File: config.mk
export PLATFORM = sky130hd
export DESIGN_NAME = cdb_arbiter_flat
export DESIGN_NICKNAME = d
export VERILOG_FILES = /design/src/rtl/cdb_arbiter_if.sv /design/src/rtl/cdb_arbiter.sv /design/src/flat_wrapper.sv
export SDC_FILE = /design/constraint.sdc
export NUM_CORES = 1
export LEC_CHECK = 0
export BUFFER_PORTS_ARGS = -buffer_cell sky130_fd_sc_hd__clkbuf_2
export CORE_MARGIN = 3
export CORE_UTILIZATION = 58
export CTS_CLUSTER_DIAMETER = 30
export DETAILED_ROUTE_END_ITERATION = 10
export PLACE_DENSITY_LB_ADDON = 0.05
export SLEW_MARGIN = 10
export SYNTH_ARGS = -nofsm -noshare
export SYNTH_HDL_FRONTEND = slang
export SYNTH_HIERARCHICAL = 1
export SYNTH_SLANG_ARGS = --single-unit
File: constraint.sdc
create_clock -name clk -period 5.3 [get_ports clk]
set_clock_uncertainty 0.2 [all_clocks]
set_input_delay 0.265 -clock clk [delete_from_list [all_inputs] [get_ports clk]]
set_output_delay 0.265 -clock clk [all_outputs]
set_load 0.05 [all_outputs]
File: src/rtl/cdb_arbiter_if.sv
// Result buses feeding the CDB arbiter and the broadcast bus it drives.
// master = result producers / CDB consumers, slave = the arbiter.
interface cdb_arbiter_if #(
  parameter int ROB_ID_W = 4
);
  logic                alu_en;
  logic [ROB_ID_W-1:0] alu_rob_id;
  logic [31:0]         alu_val;
  logic [31:0]         alu_pc;
  logic                alu_br;
  logic                lsb_en;
  logic [ROB_ID_W-1:0] lsb_rob_id;
  logic [31:0]         lsb_val;
  logic                alu_full;
  logic                lsb_full;
  logic                cdb_en;
  logic [ROB_ID_W-1:0] cdb_rob_id;
  logic [31:0]         cdb_val;
  logic [31:0]         cdb_pc;
  logic                cdb_br;
  logic                cdb_src;

  modport master (
    output alu_en, alu_rob_id, alu_val, alu_pc, alu_br,
    output lsb_en, lsb_rob_id, lsb_val,
    input  alu_full, lsb_full,
    input  cdb_en, cdb_rob_id, cdb_val, cdb_pc, cdb_br, cdb_src
  );

  modport slave (
    input  alu_en, alu_rob_id, alu_val, alu_pc, alu_br,
    input  lsb_en, lsb_rob_id, lsb_val,
    output alu_full, lsb_full,
    output cdb_en, cdb_rob_id, cdb_val, cdb_pc, cdb_br, cdb_src
  );
endinterface

File: src/rtl/cdb_arbiter.sv
// Two-source common data bus arbiter: per-source FIFOs (ALU=0, LSB=1),
// round-robin grant, one registered broadcast per cycle.
module cdb_fifo #(
  parameter int DEPTH = 2,
  parameter int W     = 8,
  parameter int PW    = 1,
  parameter int CW    = 2
) (
  input  logic          clk,
  input  logic          rst,
  input  logic          wr,
  input  logic          rd,
  input  logic          clr,
  input  logic [W-1:0]  wdata,
  output logic [W-1:0]  head,
  output logic [CW-1:0] cnt
);
  logic [W-1:0]  mem [DEPTH];
  logic [PW-1:0] rp, wp;

  // Power-of-2 depth lets the pointers wrap on natural overflow.
  always_ff @(posedge clk or negedge rst) begin
    if (!rst) begin
      rp  <= '0;
      wp  <= '0;
      cnt <= '0;
    end else if (clr) begin
      rp  <= '0;
      wp  <= '0;
      cnt <= '0;
    end else begin
      if (wr) wp <= wp + 1'b1;
      if (rd) rp <= rp + 1'b1;
      cnt <= cnt + CW'(wr) - CW'(rd);
    end
  end

  always_ff @(posedge clk) begin
    if (wr) mem[wp] <= wdata;
  end

  assign head = mem[rp];
endmodule

module cdb_arbiter #(
  parameter int FIFO_DEPTH = 2,
  parameter int ROB_ID_W   = 4
) (
  input  logic        clk,
  input  logic        rst,
  input  logic        rdy,
  input  logic        clear,
  cdb_arbiter_if.slave bus,
  output logic        ovf_err,
  output logic [15:0] conflict_cnt
);
  localparam int PW = $clog2(FIFO_DEPTH);
  localparam int CW = PW + 1;
  localparam int W  = ROB_ID_W + 65;

  logic [1:0]         en_in, full, nonempty, wr, rd, gnt;
  logic [1:0][W-1:0]  wdata, head;
  logic [1:0][CW-1:0] cnt;
  logic               last_src;

  logic                cdb_en, cdb_br, cdb_src;
  logic [ROB_ID_W-1:0] cdb_rob_id;
  logic [31:0]         cdb_val, cdb_pc;

  assign en_in    = {bus.lsb_en, bus.alu_en};
  assign wdata[0] = {bus.alu_rob_id, bus.alu_val, bus.alu_pc, bus.alu_br};
  assign wdata[1] = {bus.lsb_rob_id, bus.lsb_val, 32'h0, 1'b0};

  for (genvar g = 0; g < 2; g++) begin : g_src
    assign full[g]     = (cnt[g] == CW'(FIFO_DEPTH));
    assign nonempty[g] = (cnt[g] != '0);
    // Full is judged on the registered count, so a same-edge pop never frees room.
    assign wr[g]       = rdy & ~clear & en_in[g] & ~full[g];
    assign rd[g]       = rdy & ~clear & gnt[g];

    cdb_fifo #(.DEPTH(FIFO_DEPTH), .W(W), .PW(PW), .CW(CW)) u_fifo (
      .clk   (clk),
      .rst   (rst),
      .wr    (wr[g]),
      .rd    (rd[g]),
      .clr   (rdy & clear),
      .wdata (wdata[g]),
      .head  (head[g]),
      .cnt   (cnt[g])
    );
  end

  // last_src=1 means LSB went last, so ALU takes the next tie.
  assign gnt[0] = nonempty[0] & (~nonempty[1] | last_src);
  assign gnt[1] = nonempty[1] & ~gnt[0];

  always_ff @(posedge clk or negedge rst) begin
    if (!rst) begin
      cdb_en       <= 1'b0;
      cdb_rob_id   <= '0;
      cdb_val      <= '0;
      cdb_pc       <= '0;
      cdb_br       <= 1'b0;
      cdb_src      <= 1'b0;
      last_src     <= 1'b1;
      ovf_err      <= 1'b0;
      conflict_cnt <= '0;
    end else if (rdy) begin
      if (&nonempty && conflict_cnt != 16'hFFFF) conflict_cnt <= conflict_cnt + 16'd1;
      if (clear) begin
        cdb_en   <= 1'b0;
        last_src <= 1'b1;
      end else begin
        if (|(en_in & full)) ovf_err <= 1'b1;
        cdb_en <= |gnt;
        if (|gnt) begin
          {cdb_rob_id, cdb_val, cdb_pc, cdb_br} <= head[gnt[1]];
          cdb_src  <= gnt[1];
          last_src <= gnt[1];
        end
      end
    end
  end

  assign bus.alu_full   = full[0];
  assign bus.lsb_full   = full[1];
  assign bus.cdb_en     = cdb_en;
  assign bus.cdb_rob_id = cdb_rob_id;
  assign bus.cdb_val    = cdb_val;
  assign bus.cdb_pc     = cdb_pc;
  assign bus.cdb_br     = cdb_br;
  assign bus.cdb_src    = cdb_src;
endmodule

File: src/flat_wrapper.sv
// flat-port wrapper written by rule: the top's interface ports become plain ports
module cdb_arbiter_flat 
#(
  parameter int FIFO_DEPTH = 2,
  parameter int ROB_ID_W   = 4
)
  (clk, rst, rdy, clear, ovf_err, conflict_cnt, bus_alu_en, bus_alu_rob_id, bus_alu_val, bus_alu_pc, bus_alu_br, bus_lsb_en, bus_lsb_rob_id, bus_lsb_val, bus_alu_full, bus_lsb_full, bus_cdb_en, bus_cdb_rob_id, bus_cdb_val, bus_cdb_pc, bus_cdb_br, bus_cdb_src);
  cdb_arbiter_if #(.ROB_ID_W(ROB_ID_W)) bus_i ();
  input  logic clk;
  input  logic rst;
  input  logic rdy;
  input  logic clear;
  output logic ovf_err;
  output logic [15:0] conflict_cnt;
  input wire logic [$bits(bus_i.alu_en)-1:0] bus_alu_en;
  input wire logic [$bits(bus_i.alu_rob_id)-1:0] bus_alu_rob_id;
  input wire logic [$bits(bus_i.alu_val)-1:0] bus_alu_val;
  input wire logic [$bits(bus_i.alu_pc)-1:0] bus_alu_pc;
  input wire logic [$bits(bus_i.alu_br)-1:0] bus_alu_br;
  input wire logic [$bits(bus_i.lsb_en)-1:0] bus_lsb_en;
  input wire logic [$bits(bus_i.lsb_rob_id)-1:0] bus_lsb_rob_id;
  input wire logic [$bits(bus_i.lsb_val)-1:0] bus_lsb_val;
  output wire logic [$bits(bus_i.alu_full)-1:0] bus_alu_full;
  output wire logic [$bits(bus_i.lsb_full)-1:0] bus_lsb_full;
  output wire logic [$bits(bus_i.cdb_en)-1:0] bus_cdb_en;
  output wire logic [$bits(bus_i.cdb_rob_id)-1:0] bus_cdb_rob_id;
  output wire logic [$bits(bus_i.cdb_val)-1:0] bus_cdb_val;
  output wire logic [$bits(bus_i.cdb_pc)-1:0] bus_cdb_pc;
  output wire logic [$bits(bus_i.cdb_br)-1:0] bus_cdb_br;
  output wire logic [$bits(bus_i.cdb_src)-1:0] bus_cdb_src;
  assign bus_i.alu_en = bus_alu_en;
  assign bus_i.alu_rob_id = bus_alu_rob_id;
  assign bus_i.alu_val = bus_alu_val;
  assign bus_i.alu_pc = bus_alu_pc;
  assign bus_i.alu_br = bus_alu_br;
  assign bus_i.lsb_en = bus_lsb_en;
  assign bus_i.lsb_rob_id = bus_lsb_rob_id;
  assign bus_i.lsb_val = bus_lsb_val;
  assign bus_alu_full = bus_i.alu_full;
  assign bus_lsb_full = bus_i.lsb_full;
  assign bus_cdb_en = bus_i.cdb_en;
  assign bus_cdb_rob_id = bus_i.cdb_rob_id;
  assign bus_cdb_val = bus_i.cdb_val;
  assign bus_cdb_pc = bus_i.cdb_pc;
  assign bus_cdb_br = bus_i.cdb_br;
  assign bus_cdb_src = bus_i.cdb_src;
  cdb_arbiter #(.FIFO_DEPTH(FIFO_DEPTH), .ROB_ID_W(ROB_ID_W)) u_core (.clk(clk), .rst(rst), .rdy(rdy), .clear(clear), .bus(bus_i), .ovf_err(ovf_err), .conflict_cnt(conflict_cnt));
endmodule
* Word-level counts from Yosys, hierarchy flattened
Memory sizes are Yosys's and may differ from the RTL's. Cells that the tools add are included.
Storage, ports and cells: bits in writable memories 210, memories 2, bits in registers 97, word-level logic and storage cells 81
Operators by class: $add $sub $neg 9, order comparisons 1, reduce and logical (&&, ||, !) cells 15, bitwise logic cells 17, multiplexer cells 19, equal/unequal tests 3
Memories:
- u_core.g_src[0].u_fifo.mem | depth 2, width 69, read ports 1, clocked after Yosys merged registers in 0, wr ports 1, RTL line cdb_arbiter.sv:18 | logic [W-1:0] mem [DEPTH];
- u_core.g_src[1].u_fifo.mem | depth 2, width 36, read ports 1, clocked after Yosys merged registers in 0, wr ports 1, RTL line cdb_arbiter.sv:18
Operators with widths (count):
- $mux W69 | 2
- $add A16 B1 Y16 const B | 1
- $ne A16 B16 Y1 const B | 1
- $mux W1 | 15
- $reduce_bool A2 Y1 | 7
- $and A1 B1 Y1 | 10
- $reduce_and A2 Y1 | 3
- $reduce_and A3 Y1 | 2
- $not A1 Y1 | 5
- $add A1 B1 Y1 const B | 4
- $add A2 B1 Y2 | 2
- $eq A2 B2 Y1 const B | 2
- $mux W2 | 2
- $reduce_or A2 Y1 | 2
- $sub A2 B1 Y2 | 2
- $and A2 B2 Y2 | 1
- $lt A1 B2 Y1 const B | 1
- $logic_and A1 B1 Y1 | 1
- $or A1 B1 Y1 | 1

* Logic depth before layout (Yosys ltp)
Gate-level depths: netlist of run 1.
depth in word-level cells 9, gate-level depth with buffers 10, mapped depth without buffers 8

* Modules after synthesis
The synthesis of run 1 kept the hierarchy.
By module, submodules not included:
- cdb_fifo | cells each 232, instances 2, area each 5534.1 um^2, seq. area each 4244.1 um^2
- cdb_arbiter | cells each 402, instances 1, area each 4186.5 um^2, seq. area each 2228.4 um^2

* Worst setup path before layout of run 1
OpenSTA, ideal clock, no wires.
path kind register to register, start register u_core.g_src[1].u_fifo.cnt[1], end memory u_core/g_src[1].u_fifo/mem[0][0] (netlist bit), enable pin, period minus slack after synthesis 5.014 ns, arrival 4.309 ns, data required time 4.595 ns, slack 0.286 ns, cell stages (with the launch flop) 4, cell sequence dfrtp_1 nor2b_1 nor3b_1 nor2b_1
On the way: cells in the longest elaborated chain, start to end 5
RTL lines:
- start: declaration | RTL line cdb_arbiter.sv:16 | output logic [CW-1:0] cnt
- start signal: assignment | RTL line cdb_arbiter.sv:34 | cnt <= cnt + CW'(wr) - CW'(rd);
- $eq A2 B2 Y1 | RTL line cdb_arbiter.sv:75 | assign full[g] = (cnt[g] == CW'(FIFO_DEPTH));
- named net bus_lsb_full | RTL line flat_wrapper.sv:24 | output wire logic [$bits(bus_i.lsb_full)-1:0] bus_lsb_full;
- $not A1 Y1 | RTL line cdb_arbiter.sv:78 | assign wr[g] = rdy & ~clear & en_in[g] & ~full[g];
- $and A1 B1 Y1 | RTL line cdb_arbiter.sv:78
- named net u_core.wr[1] | RTL line cdb_arbiter.sv:61 | logic [1:0] en_in, full, nonempty, wr, rd, gnt;
- $mux W1 | RTL line cdb_arbiter.sv:39 | if (wr) mem[wp] <= wdata;
- $mux W1 (implied by the code) | RTL line cdb_arbiter.sv:39
- end: declaration | RTL line cdb_arbiter.sv:18
The timed path passes the listed nets, and every way through them passes these cells.

* Worst setup path in the final report of run 1
start input rdy, end memory u_core/g_src[1].u_fifo/mem[0][33] (netlist bit), enable pin
On the way: cells in the longest elaborated chain, start to end 5
RTL lines:
- start: declaration | RTL line flat_wrapper.sv:11 | input logic rdy;
- $and A1 B1 Y1 (3 in series) | RTL line cdb_arbiter.sv:78
- named net u_core.wr[1] | RTL line cdb_arbiter.sv:61
- $mux W1 | RTL line cdb_arbiter.sv:39
- $mux W1 (implied by the code) | RTL line cdb_arbiter.sv:39
The timed path passes the listed nets, and every way through them passes these cells.

==> results of run 1 <==
-- worst paths after layout --
kind	start	end	slack [ns]
max in group asynchronous	rst	u_core/g_src[1].u_fifo/rp$_DFFE_PN0P_	3.56
worst min register to register	u_core/conflict_cnt[15]$_DFFE_PN0P_	u_core/conflict_cnt[15]$_DFFE_PN0P_	0.29
worst max register to register	u_core/g_src[1].u_fifo/cnt[1]$_DFF_PN0_	u_core/g_src[1].u_fifo/mem[0][33]$_DFFE_PP_	2.31
worst min-delay path	clear	u_core/g_src[1].u_fifo/wp$_DFFE_PN0P_	0.04
min in group asynchronous	rst	u_core/bus.cdb_rob_id[3]$_DFFE_PN0P_	0.24
worst max-delay path	rdy	u_core/g_src[1].u_fifo/mem[0][33]$_DFFE_PP_	2.26
-- per-stage QoR --
| step | utilization, % | power (mW) |
|---|---|---|
| floorplan | - | 6.882 |
| global placement | 65.05 | 7.461 |
| CTS | 79.75 | 12.53 |
| detailed placement | 65.05 | 7.502 |
| finish | 79.77 | 12.46 |
| global route | 79.76 | 12.94 |
-- routing by layer --
metal	vias up	global-route usage, %	part of all wire [%]
met5	-	0	0
met4	0	7.969	2.5
met3	60	4.485	4.9
met2	260	37.84	50
met1	4250	29.50	43
li1	4032	-	-
-- layout make-up --
class	count	share of cell area, %
Antenna cell	2	0.02456
Clock buffer	88	9.598
Clock inverter	45	3.420
Timing Repair Buffer	319	10.72
Inverter	8	0.1474
Multi-Input combinational cell	509	21.43
Sequential cell	373	52.63
Tap cell	330	2.026
-- power by group --
group          leakage (nW)  switching, mW  internal (mW)
registers              3.63          0.465           3.59
clock network          1.28           1.45           3.45
logic                  3.39           2.14           1.37
-- critical path, stage by stage --
cell,delay [ns]
dlygate4sd3_1,0.55
clkbuf_2,0.16
nand2b_1,0.21
nor3b_1,0.56
nor2b_4,0.44
buf_4,0.74
-- synth_stat cells (all sizes together) (8+ instances only) --
master and count:
edfxtp 276, mux2 139, dfrtp 96, nor2 81, a21oi 71, mux2i 69, buf 33, xor2 11
clkbuf 8, inv 8
-- kinds of logic (layout without fill, tap and decap cells) --
logic type	count (synthesis)	after routing	share of synthesized area [%]
compound gates	82	82	2.838
xor+xnor	20	20	1.329
fa+ha+maj	5	5	0.4101
buf+inv	49	460	3.002
flops	373	373	70.25
mux	208	208	18.18
other cells	1	68	0.02458
simple gates	128	128	3.962
-- state kept, by name (all words and copies together) (netlist names), 2 cells and up --
name and flops:
u_core/g_src.u_fifo/mem 276, u_core/bus.cdb_rob_id 4, u_core/g_src.u_fifo/cnt 4, u_core/conflict_cnt 16
u_core/g_src.u_fifo/rp 2, u_core/g_src.u_fifo/wp 2, u_core/bus.cdb_pc 32, u_core/bus.cdb_val 32
==> metrics.csv, run 1 <==
stage,metric,value,unit
worst_setup_path,criticalPathCategory,in -> reg,
pwr,p_leak,8.295,nW
yosys,ys.flop_type,edfxtp_1,
cts,numClockSinks,373,
worst_setup_path,crit_fanout,60,
floorplanning,dieArea,28280,um2
cts,clockBufferDepth,3,
timing,fmax,328.7,MHz
route,viasPerCell,5.139,
layout,seq_area,10720,um2
run_status,status,finished clean,
worst_setup_path,worstPathRequired,5.25,ns
yosys,postSynthAreaPerCell,17.62,um2
yosys,syn_area,15250,um2
timing,slew_violations,0,
layout,fillerInstances,1407,
layout,areaGrowthSynthToFinish,33.57,%
cts,cts-root-buf,clkbuf_16,
timing,post-route-period-util,57.40,%
grt,grt_max_degree,79,
worst_setup_path,start_kind,input pin,
timing,fin_ws,2.258,ns
route,first_pass_iters,5,
cts,clkLatencyLatePin,0.54,ns
yosys,async_flop_share,26.01,%
yosys,synth.ff_latch_count,373,
layout,fin_cells,1674,
cts,cts-resized-gates,0,
placement,placedCellCount,1429,
floorplanning,initial_core_util,59.72,%
placement,dp_hpwl,16720,um
yosys,synth_area_leaders,"edfxtp_1, dfrtp_1, mux2_4",
floorplanning,die_width,168.2,um
yosys,synth-warning-count,6,
layout,layout-drive-gt1-share,35.69,%
layout,final_common_cell,edfxtp_1,
yosys,yosysTopAreaCellShare,54.33,%
worst_hold_path,hp-class,in -> reg,
yosys,synthesis.instances,866,
worst_hold_path,min_path_cells,3,
cts,cts_setup_buffers,0,
timing,setup_tns,0,ns
pwr,ir_drop,0.5169,mV
timing,rsz0062_at_grt,false,
yosys,synth_cell_types,44,
layout,final_area,20380,um2
grt,grt_overflow,0,
cts,ctsHoldBuffers,110,
yosys,yosysSeqAreaShare,70.25,%
cts,cts-buffers-inserted,72,
floorplanning,coreArea,25540,um2
pwr,power_density,611.7,nW/um2
layout,mostFrequentLayoutCells,"edfxtp_1, clkbuf_2, mux2_4, dlygate4sd3_1, dfrtp_1",
route,drc,0,
layout,multi_input_area,4367,um2
timing,hold_violations,0,
route,drtAntennaViolNets,0,
floorplanning,rows,58,
timing,relSlewSlack,25.44,%
timing,timing.hold.ws,0.03920,ns
timing,period_needed,3.042,ns
cts,cts_max_level,3,
route,num_vias,8602,
cts,clk_pin_slew_worst_paths,0.05,ns
grt,grt.total_usage,22.50,%
timing,worst_pin_slew,1.118,ns
placement,io_buffer_count,200,
grt,antenna_found_initial,1,
placement,routabilityCongestion,0.7770,
layout,layout.nets,1399,
grt,first_global_vias,9259,
timing,setup_violations,0,
grt,grt_pass1_wl,49760,um
worst_setup_path,cp-end-kind,flop,
yosys,synth_area_leader_cell,edfxtp_1,
yosys,synth_edf_count,276,
worst_setup_path,reg2regPathDepth,4,
worst_setup_path,arrival,2.99,ns
run,max-cap-violations,0,
placement,place_ws,2.260,ns
floorplanning,die_height,168.2,um
placement,dpl_cell_area,16620,um2
cts,cts_tree,built,
route,routed_wl,31560,um
route,drtIter0Drc,460,
floorplanning,ios,201,
route,wl_per_cell,18.85,um
Note: power is estimated with default switching activity, not from simulation.
==> inputs of run 2 (changes only) <==
--- a/config.mk
+++ b/config.mk
@@ -5,6 +5,7 @@
 export SDC_FILE = /design/constraint.sdc
 export NUM_CORES = 1
 export LEC_CHECK = 0
+export ABC_AREA = 1
 export BUFFER_PORTS_ARGS = -buffer_cell sky130_fd_sc_hd__clkbuf_2
 export CORE_MARGIN = 3
 export CORE_UTILIZATION = 58
==> constraint.sdc (replaced) <==
create_clock -name clk -period 3.2 [get_ports clk]
set_clock_uncertainty 0.2 [all_clocks]
set_input_delay 0.16 -clock clk [delete_from_list [all_inputs] [get_ports clk]]
set_output_delay 0.16 -clock clk [all_outputs]
set_load 0.05 [all_outputs]
==> run 2 against run 1 <==
  * Combinational power is 60% higher
  * Non-clock buffer count is 13 higher
  * Synthesized cell count is 21% higher
  * Sequential power is 60% higher
==> metrics.csv, run 2 <==
stage,metric,value,unit
run_status,status,finished clean,
yosys,synth_commonest_cells,"edfxtp_1, nand2_1, mux2_4",
floorplanning,ios,201,
cts,clockBufferDepth,3,
yosys,postSynthAreaPerCell,14.84,um2
layout,mostFrequentLayoutCells,"edfxtp_1, clkbuf_2, nand2_1, mux2_4, o21ai_0",
worst_setup_path,start_kind,input pin,
worst_setup_path,slowest_stage,dlygate4sd3_1,
cts,cts_setup_buffers,0,
floorplanning,rows,59,
yosys,synth_cell_types,31,
worst_hold_path,hp-class,in -> async,
worst_setup_path,max_stage_delay,0.52,ns
yosys,synth_area_leaders,"edfxtp_1, dfrtp_1, mux2_4",
cts,clk_pin_slew_worst_paths,0.05,ns
worst_setup_path,crit_fanout,37,
cts,cts_max_level,3,
cts,cts_tree,built,
grt,grt_overflow,0,
route,num_vias,9592,
placement,place_ws,0.8688,ns
layout,reg_top3,"u_core/g_src.u_fifo/mem (276), u_core/bus.cdb_pc (32), u_core/bus.cdb_val (32)",
grt,grt_max_degree,70,
floorplanning,die_width,169.4,um
route,first_pass_iters,5,
pwr,power_density,937.8,nW/um2
floorplanning,initial_core_util,59.27,%
layout,final_area,20300,um2
worst_setup_path,criticalPathCategory,in -> reg,
layout,fin_cells,1860,
yosys,synthesis.instances,1044,
timing,setup_violations,0,
placement,placedCellCount,1617,
timing,fin_ws,0.8524,ns
yosys,yosysMostFrequentCell,edfxtp_1,
cts,numClockSinks,373,
timing,rsz0062_at_grt,false,
grt,antenna_found_initial,2,
cts,clkLatencyLatePin,0.54,ns
grt,grt.total_usage,23.72,%
layout,final_common_cell,edfxtp_1,
yosys,synth.ff_latch_count,373,
cts,ctsHoldBuffers,112,
layout,post-route-util,77.68,%
route,viasPerCell,5.157,
timing,setup_tns,0,ns
layout,largest_reg_flops,276,
yosys,synth-warning-count,6,
floorplanning,coreArea,26130,um2
worst_setup_path,crit_chain,dlygate4sd3_1 -> clkbuf_2 -> nand2_1 -> inv_1 -> nand2_1 -> nor2_1 -> nand2_1 -> clkinv_2 -> buf_12,
cts,cts-resized-gates,0,
timing,period_needed,2.348,ns
pwr,ir_drop,0.7121,mV
timing,post-route-period-util,73.36,%
yosys,async_flop_share,26.01,%
layout,areaGrowthSynthToFinish,31.07,%
timing,timing.hold.ws,0.1138,ns
cts,cts-buffers-inserted,70,
placement,io_buffer_count,200,
floorplanning,dieArea,28700,um2
timing,worst_pin_slew,0.9578,ns
yosys,yosysTopAreaCellShare,53.51,%
grt,grt_pass1_wl,52890,um
yosys,synth_area_leader_cell,edfxtp_1,
timing,hold_violations,0,
yosys,ys.flop_type,edfxtp_1,
timing,slew_violations,0,
cts,cts-root-buf,clkbuf_16,
grt,first_global_vias,10088,
worst_setup_path,worstPathRequired,3.22,ns
layout,layout.nets,1582,
route,drtIter0Drc,670,
route,drtAntennaViolNets,0,
yosys,synth_edf_count,276,
timing,relSlewSlack,36.14,%
placement,dpl_cell_area,16890,um2
placement,dp_hpwl,18650,um
timing,fmax,426.0,MHz
layout,layout-drive-gt1-share,31.89,%
route,wl_per_cell,18.02,um
placement,routabilityCongestion,0.7753,
run,max-cap-violations,0,
pwr,p_leak,8.449,nW
worst_setup_path,crit_path_frequent_cell,nand2_1,
yosys,yosysSeqAreaShare,69.19,%
worst_setup_path,arrival,2.37,ns
layout,regMostFlops,u_core/g_src.u_fifo/mem,
worst_setup_path,cp-end-kind,flop,
pwr,finalPower,19.04,mW
yosys,syn_area,15490,um2
route,routed_wl,33510,um
floorplanning,die_height,169.4,um
route,drc,0,
## run 2: worst paths after layout
| check | start | to | slack (ns) | depth (start not counted) |
|---|---|---|---|---|
| worst max-delay path | rdy | u_core/g_src[1].u_fifo/mem[1][17]$_DFFE_PP_ | 0.85 | 9 |
| worst min-delay path | rst | u_core/bus.cdb_val[26]$_DFFE_PN0P_ | 0.11 | 2 |
| worst max register to register | u_core/g_src[1].u_fifo/cnt[0]$_DFF_PN0_ | u_core/bus.cdb_val[31]$_DFFE_PN0P_ | 0.90 | 7 |
| worst min register to register | u_core/bus.cdb_val[24]$_DFFE_PN0P_ | u_core/bus.cdb_val[24]$_DFFE_PN0P_ | 0.28 | 2 |
| max in group asynchronous | rst | u_core/last_src$_DFFE_PN1P_ | 1.91 | 3 |
| min in group clk | bus_alu_pc[23] | u_core/g_src[0].u_fifo/mem[1][24]$_DFFE_PP_ | 0.14 | 2 |
## run 2: kinds of logic (layout without fill, tap and decap cells)
| group | Yosys count | after routing | share of synthesized area [%] |
|---|---|---|---|
| compound gates | 153 | 153 | 5.057 |
| xor+xnor | 4 | 4 | 0.2262 |
| fa+ha+maj | 5 | 5 | 0.4039 |
| buf+inv | 87 | 502 | 4.306 |
| flops | 373 | 373 | 69.19 |
| mux | 138 | 138 | 13.33 |
| other cells | 1 | 67 | 0.02421 |
| simple gates | 283 | 283 | 7.464 |
## run 2: power breakdown
group	internal [mW]	total [mW]	leakage, nW	switching [mW]
logic	1.87	5.63	3.63	3.75
registers	5.92	6.46	3.72	0.538
clock network	4.65	6.95	1.10	2.30
## run 2: per-layer routing
layer / GRT usage (%) / routed length, um / vias to the layer above
li1: - / - / 4524
met1: 30.71 / 13920 / 4655
met2: 39.84 / 16710 / 327
met3: 4.799 / 1878 / 84
met4: 9.459 / 983 / 2
met5: 0 / 13 / -
## run 2: worst max-delay path: cells and delay by family
kind	cells	cell delay, ns
buf+inv	5	1.52
simple gates	4	0.63
## run 2: final cells by class
type                       instances  area, um2
timing repair buffer             332       2350
inverter                          40      153.9
antenna                            1      2.502
clock buffer                      99       1984
clock inverter                    31      302.8
multi-input combinational        649       4364
tap                              335      419.2
sequential                       373      10720
fill                            1583       5832
